File: src/rtl/flp_to_int_wrapper.sv
// +--------------------------------------------------------------------------+
// | Module      : flp_to_int_wrapper                                         |
// | Description : Streams FFT BRAM coefficients, scales the real part by a   |
// |               power of two, rounds it and reduces it into [0, q-1].      |
// | Revision    : 1.0 - initial release                                      |
// +--------------------------------------------------------------------------+
`timescale 1ns/1ps
`default_nettype none

module flp_to_int_wrapper #(
   parameter int LOGN          = 13,
   parameter int LOGQ          = 54,
   parameter int W             = 24,
   parameter int M             = 17,
   parameter int EXPONENT_BITS = 11,
   parameter int MANTISSA_BITS = 52,
   parameter int OVERALL_BITS  = 1 + EXPONENT_BITS + MANTISSA_BITS
) (
   input  logic                            clk,
   input  logic                            rst,
   input  logic                            start,
   input  logic [3:0]                      current_k,
   input  logic [M-1:0]                    q_m,
   input  logic signed [EXPONENT_BITS:0]   scale_power,
   output logic [LOGN-1:0]                 bram_rd_addr,
   input  logic [2*OVERALL_BITS-1:0]       bram_rd_data,
   output logic [LOGN-1:0]                 bram_wr_addr,
   output logic [LOGQ-1:0]                 bram_wr_data,
   output logic                            bram_wea,
   output logic                            busy,
   output logic                            done,
   output logic                            overflow
);

   localparam int c_BIAS   = 2**(EXPONENT_BITS-1) - 1;
   localparam int c_EW     = EXPONENT_BITS + 3;
   localparam int c_MW     = LOGQ + 2;
   localparam int c_SHW    = c_MW + MANTISSA_BITS + 1;
   localparam int c_QRAW_W = 13 + M + W;

   localparam logic [LOGN-1:0]        c_LAST   = '1;
   localparam logic [c_EW-1:0]        c_BIAS_V = c_EW'(c_BIAS);
   localparam logic signed [c_EW-1:0] c_E_MAX  = c_EW'(LOGQ);
   localparam logic signed [c_EW-1:0] c_E_MIN  = '1;

   typedef enum logic [1:0] {
      ST_IDLE  = 2'd0,
      ST_READ  = 2'd1,
      ST_DRAIN = 2'd2,
      ST_DONE  = 2'd3
   } state_t;

   state_t              r_state;
   state_t              w_state_nxt;
   logic [LOGN-1:0]     r_rd_addr;
   logic [LOGN-1:0]     w_rd_addr_nxt;
   logic                w_start_acc;

   // Address/valid travel alongside the 2-cycle BRAM read.
   logic                r_rv_a, r_rv_b;
   logic [LOGN-1:0]     r_ra_a, r_ra_b;

   logic                r_s1_valid, r_s1_sign, r_s1_zero;
   logic [LOGN-1:0]     r_s1_addr;
   logic [MANTISSA_BITS-1:0] r_s1_mant;
   logic signed [c_EW-1:0]   r_s1_exp;

   logic                r_s2_valid, r_s2_sign, r_s2_big;
   logic [LOGN-1:0]     r_s2_addr;
   logic [c_MW-1:0]     r_s2_mag;

   logic                r_wea;
   logic [LOGN-1:0]     r_wr_addr;
   logic [LOGQ-1:0]     r_wr_data;
   logic                r_ovf;

   // ---------------------------------------------------------------- modulus
   logic [3:0]          w_k_shift;
   logic [12:0]         w_q_top;
   logic [c_QRAW_W-1:0] w_q_raw;
   logic [LOGQ:0]       w_q;

   assign w_k_shift = (current_k >= 4'd8) ? 4'd0 : (4'd8 - current_k);
   assign w_q_top   = 13'h1fff >> w_k_shift;
   assign w_q_raw   = {w_q_top, q_m, {(W-1){1'b0}}, 1'b1};
   assign w_q       = (LOGQ+1)'(w_q_raw);

   // ---------------------------------------------------------------- FSM
   always_ff @(posedge clk) begin
      if (rst) begin
         r_state   <= ST_IDLE;
         r_rd_addr <= '0;
      end else begin
         r_state   <= w_state_nxt;
         r_rd_addr <= w_rd_addr_nxt;
      end
   end

   always_comb begin
      w_state_nxt   = r_state;
      w_rd_addr_nxt = r_rd_addr;
      w_start_acc   = 1'b0;
      case (r_state)
         ST_IDLE, ST_DONE: begin
            if (start) begin
               w_state_nxt   = ST_READ;
               w_rd_addr_nxt = '0;
               w_start_acc   = 1'b1;
            end
         end
         ST_READ: begin
            if (r_rd_addr == c_LAST) begin
               w_state_nxt = ST_DRAIN;
            end else begin
               w_rd_addr_nxt = r_rd_addr + LOGN'(1);
            end
         end
         ST_DRAIN: begin
            if (r_wea && (r_wr_addr == c_LAST)) begin
               w_state_nxt = ST_DONE;
            end
         end
         default: w_state_nxt = ST_IDLE;
      endcase
   end

   // ---------------------------------------------------------------- stage 1
   logic [OVERALL_BITS-1:0]  w_real;
   logic [EXPONENT_BITS-1:0] w_e;
   logic [c_EW-1:0]          w_exp;

   assign w_real = bram_rd_data[2*OVERALL_BITS-1 -: OVERALL_BITS];
   assign w_e    = w_real[MANTISSA_BITS +: EXPONENT_BITS];
   assign w_exp  = {3'b000, w_e} - c_BIAS_V
                 + {{2{scale_power[EXPONENT_BITS]}}, scale_power};

   // ---------------------------------------------------------------- stage 2
   logic                w_too_big, w_too_small;
   logic [c_EW-1:0]     w_shamt;
   logic [c_SHW-1:0]    w_sig_wide, w_shifted;
   logic [c_MW-1:0]     w_mag_g;

   // Shifting by E+1 keeps one fractional bit below the integer part.
   assign w_too_big   = (r_s1_exp >= c_E_MAX);
   assign w_too_small = (r_s1_exp <  c_E_MIN);
   assign w_shamt     = r_s1_exp + c_EW'(1);
   assign w_sig_wide  = c_SHW'({1'b1, r_s1_mant});
   assign w_shifted   = (w_sig_wide << w_shamt) >> MANTISSA_BITS;
   assign w_mag_g     = (r_s1_zero || w_too_small || w_too_big) ? '0 : w_shifted[c_MW-1:0];

   // ---------------------------------------------------------------- stage 3
   logic [LOGQ:0]       w_round, w_res;
   logic                w_ovf;

   assign w_round = r_s2_mag[c_MW-1:1] + (LOGQ+1)'(r_s2_mag[0]);
   assign w_ovf   = r_s2_big || (w_round >= w_q);

   always_comb begin
      w_res = w_round;
      if (w_ovf) begin
         w_res = '0;
      end else if (r_s2_sign && (w_round != '0)) begin
         w_res = w_q - w_round;
      end
   end

   logic w_unused;
   assign w_unused = ^{bram_rd_data[OVERALL_BITS-1:0], w_shifted[c_SHW-1:c_MW], w_res[LOGQ]};

   // ---------------------------------------------------------------- pipeline
   always_ff @(posedge clk) begin
      if (rst) begin
         r_rv_a     <= 1'b0;
         r_rv_b     <= 1'b0;
         r_ra_a     <= '0;
         r_ra_b     <= '0;
         r_s1_valid <= 1'b0;
         r_s1_sign  <= 1'b0;
         r_s1_zero  <= 1'b0;
         r_s1_addr  <= '0;
         r_s1_mant  <= '0;
         r_s1_exp   <= '0;
         r_s2_valid <= 1'b0;
         r_s2_sign  <= 1'b0;
         r_s2_big   <= 1'b0;
         r_s2_addr  <= '0;
         r_s2_mag   <= '0;
         r_wea      <= 1'b0;
         r_wr_addr  <= '0;
         r_wr_data  <= '0;
         r_ovf      <= 1'b0;
      end else begin
         r_rv_a     <= (r_state == ST_READ);
         r_ra_a     <= r_rd_addr;
         r_rv_b     <= r_rv_a;
         r_ra_b     <= r_ra_a;

         r_s1_valid <= r_rv_b;
         r_s1_addr  <= r_ra_b;
         r_s1_sign  <= w_real[OVERALL_BITS-1];
         r_s1_zero  <= (w_e == '0);
         r_s1_mant  <= w_real[MANTISSA_BITS-1:0];
         r_s1_exp   <= w_exp;

         r_s2_valid <= r_s1_valid;
         r_s2_addr  <= r_s1_addr;
         r_s2_sign  <= r_s1_sign;
         r_s2_big   <= w_too_big && !r_s1_zero;
         r_s2_mag   <= w_mag_g;

         r_wea      <= r_s2_valid;
         if (r_s2_valid) begin
            r_wr_addr <= r_s2_addr;
            r_wr_data <= w_res[LOGQ-1:0];
         end

         if (w_start_acc) begin
            r_ovf <= 1'b0;
         end else if (r_s2_valid && w_ovf) begin
            r_ovf <= 1'b1;
         end
      end
   end

   assign bram_rd_addr = r_rd_addr;
   assign bram_wr_addr = r_wr_addr;
   assign bram_wr_data = r_wr_data;
   assign bram_wea     = r_wea;
   assign overflow     = r_ovf;
   assign busy         = (r_state == ST_READ) || (r_state == ST_DRAIN);
   assign done         = (r_state == ST_DONE);

endmodule

`default_nettype wire

File: config.mk
export PLATFORM = sky130hd
export DESIGN_NAME = flp_to_int_wrapper
export DESIGN_NICKNAME = d
export VERILOG_FILES = /design/src/rtl/flp_to_int_wrapper.sv
export SDC_FILE = /design/constraint.sdc
export NUM_CORES = 1
export LEC_CHECK = 0
export CAP_MARGIN = 0
export CORE_MARGIN = 2
export CORE_UTILIZATION = 50
export CTS_CLUSTER_SIZE = 40
export DETAILED_ROUTE_END_ITERATION = 8
export PLACE_DENSITY_LB_ADDON = 0.25
export SYNTH_ARGS = -nofsm -noshare
export SYNTH_HDL_FRONTEND = slang
export SYNTH_SLANG_ARGS = --single-unit
File: constraint.sdc
create_clock -name clk -period 5.8 [get_ports clk]
set_input_delay 1.16 -clock clk [delete_from_list [all_inputs] [get_ports clk]]
set_output_delay 1.16 -clock clk [all_outputs]
set_load 0.03 [all_outputs]
==> flow_metrics.tcl <==
set metrics [dict create \
    gp_congestion 0.949 \
    synth.distinct_cells 75 \
    ant_nets 0 \
    synth.most_common_cell "dfxtp_1" \
    dpl_worst_slack_ns 0.0567 \
    fill_cells 3002 \
    cp-end-kind "flip-flop" \
    first_pass_iters 5 \
    cts_sinks 265 \
    status "finished clean" \
    final_nets 2543 \
    grt-ovfl-total 0 \
    vias_per_cell 5.71 \
    rr_worst_depth 21 \
    ys_warn_count 0 \
    cts-root-buf "clkbuf_16" \
    rsz0062_at_grt "false" \
    fin_crit_ns 5.33 \
    finalSetupViolations 0 \
    power_density_nw_per_um2 256 \
    synth_area_per_cell_sq_um 7.80 \
    max_clock_freq_mhz 187 \
    clk_pin_slew_ns 0.06 \
    first_global_vias 14934 \
    rr_startpoint "r_s2_mag[29]" \
    worstPathRequired_ns 6.30 \
    async_reset_ff_frac 0 \
    num_io_pins 248 \
    p_comb_frac 0.286 \
    hold_path_end "r_s2_big" \
    hold_path.class "reg -> reg" \
    ys_seq_area_frac 0.313 \
    critPathKind "reg -> reg" \
    cts_buffers 28 \
    cts_buffer_depth 3 \
    max_cap_violations 0 \
    synthCells 2174 \
    p_clk_frac 0.340 \
    synth_top_area_share 0.313 \
    synth-main-ff-cell "dfxtp_1" \
    grt_pass1_wl_um 79400 \
    antenna_found_initial 0 \
    core_area_sq_um 33400 \
    synth_common_cells "dfxtp_1, nand2_1, nor2_1" \
    start_util 0.507 \
    die_area_sq_um 35400 \
    r2r_slack_ns 0.47 \
    rows 67 \
    ir_drop_uv 279 \
    dr_total_vias 15885 \
    drive_above_1_share 0.0768 \
    htree_levels 1 \
    worst_pin_slew_ns 1.11 \
    finalHoldViolations 0 \
    wl_per_cell_um 17.7 \
    hold_depth 1 \
    port_buffers 183 \
    clock_latency_ns 0.58 \
    fin_ws_ns 0.465 \
    synth_area_sq_um 17000 \
    wl_um 49200 \
    p_int_mw 3.45 \
    grt_use_total 0.274 \
    synth_edf_count 0 \
    num_antenna_cells 0 \
    hpwlAfterDp_um 37800 \
    setup_tns_ns 0 \
    path_max_fanout 8 \
    cellLeakagePower_nw 7.89 \
    power.switching_mw 1.75 \
    drc_errors 0 \
    cts_hold_buf 0 \
    p_sw_frac 0.336 \
    regArea_sq_um 5310 \
    cp.arrival_ns 5.84 \
    drt_iter0_drc 1349 \
    finalCritPeriodShare 0.920 \
    yosys.area.top_type "dfxtp_1" \
    synthTopCellsByArea "dfxtp_1, nand2_1, nor2_1" \
    syn_nets 2406 \
    multiInputGateArea_sq_um 10900 \
    start_kind "flip-flop" \
    slew_viol_final 0 \
    syn_to_final_growth_pct 19.7 \
    min_from "r_s1_zero" \
    cts_tree "built" \
    seqPwrFrac 0.373 \
    rr_endpoint "bram_wr_data[26]" \
    die_h_um 188 \
    relSlewSlack 0.260 \
    grt_max_degree 63 \
    ys_seq_elements 265 \
    die-width_um 188 \
    fin_skew_ns 0.0199 \
]
## through the flow
stage | cell area (sq um) | hold WS, ns | utilization | cells | power [mW]
floorplan | 17000 | 0.393 | - | 2174 | 2.98
global placement | 19300 | 0.406 | 0.578 | 2729 | 3.42
detailed placement | 19300 | 0.412 | 0.578 | 2729 | 3.43
CTS | 20300 | 0.424 | 0.606 | 2780 | 5.21
global route | 20300 | 0.426 | 0.607 | 2780 | 5.45
finish | 20300 | 0.426 | 0.607 | 2780 | 5.19
## cells in the final DEF, fill, tap and decap left out, types with 64 or more instances in the layout
cell,synthesis,final
inv_1,89,89
xnor2_1,82,76
ha_1,67,66
nand3_1,64,64
nor2b_1,126,126
dfxtp_1,265,264
clkdlybuf4s50_1,0,182
nor2_1,233,232
nand2_1,264,264
o21ai_0,132,132
a21oi_1,130,130
## power by group through the flow
stage	Sequential (mW)	Combinational, mW	Clock, mW
6_report	1.94	1.49	1.77
5_1_grt	1.95	1.62	1.89
4_1_cts	1.94	1.46	1.81
3_5_place_dp	1.98	1.46	0
3_3_place_gp	1.97	1.44	0
2_1_floorplan	1.95	1.02	0
## area by class of cell
class | count | area share
flip-flops and latches | 265 | 0.261
clock inverters | 15 | 0.00826
repair buffers | 240 | 0.111
multi-input cells | 1687 | 0.538
well taps | 448 | 0.0276
inverters | 89 | 0.0165
clock buffers | 36 | 0.0375
## metal layers
metal | global-route usage | wire length, um
met5 | 0 | 0
met4 | 0.0981 | 1700
met3 | 0.0302 | 2940
met2 | 0.449 | 22100
met1 | 0.374 | 22500
## state kept, by name (all words and copies together) (netlist names)
| name | cells |
|---|---|
| r_s1_exp | 13 |
| r_s1_mant | 52 |
| bram_wea | 1 |
| r_ra_b | 13 |
| r_s1_zero | 1 |
| r_rv_b | 1 |
| r_s1_addr | 13 |
| r_s2_addr | 13 |
| overflow | 1 |
| r_rv_a | 1 |
| r_state | 2 |
| bram_rd_addr | 13 |
| r_s2_valid | 1 |
| bram_wr_addr | 13 |
| r_s2_sign | 1 |
| r_s2_big | 1 |
| r_ra_a | 13 |
| r_s2_mag | 56 |
| bram_wr_data | 54 |
| r_s1_sign | 1 |
| r_s1_valid | 1 |
## how the worst max path moves through the flow
stage                      start                to  cells after the start
detailed placement  current_k[0]  bram_wr_data[49]                     20
global route         r_s2_mag[1]  bram_wr_data[53]                     23
floorplan           current_k[1]  bram_wr_data[53]                     21
global placement    current_k[0]   bram_wr_data[2]                     22
finish              r_s2_mag[29]  bram_wr_data[26]                     21
CTS                  r_s2_mag[1]  bram_wr_data[49]                     21
## cell families after synthesis
family | share of synthesized area
AO/OA/AOI/OAI | 0.182
XOR/XNOR | 0.0723
adder cells (fa/ha/maj) | 0.0506
buffers and inverters | 0.0517
flip-flops | 0.313
multiplexers | 0.0793
AND/OR/NAND/NOR | 0.252
## worst max-delay path: stages (launching register included)
cell,delay [ns]
dfxtp_1,0.45
nand3_1,0.17
or3_1,0.55
nor3_4,0.36
nand4_1,0.33
nor3_1,0.28
xor2_1,0.30
ha_1,0.35
nand4_1,0.15
a211oi_1,0.07
a211oi_1,0.39
o311ai_0,0.24
a31oi_1,0.19
o21ai_0,0.12
a41o_1,0.23
a311oi_1,0.32
buf_4,0.18
inv_1,0.09
nor2_1,0.12
buf_4,0.18
a22oi_1,0.08
nor2_1,0.12
## timing repair
item / 4_1_cts / 5_1_grt
hold endpoints to repair: 0 / 0
setup buffers: 0 / 0
setup endpoints to repair: 0 / 53
resized for setup: 0 / 6
(Power assumes the default switching activity.)
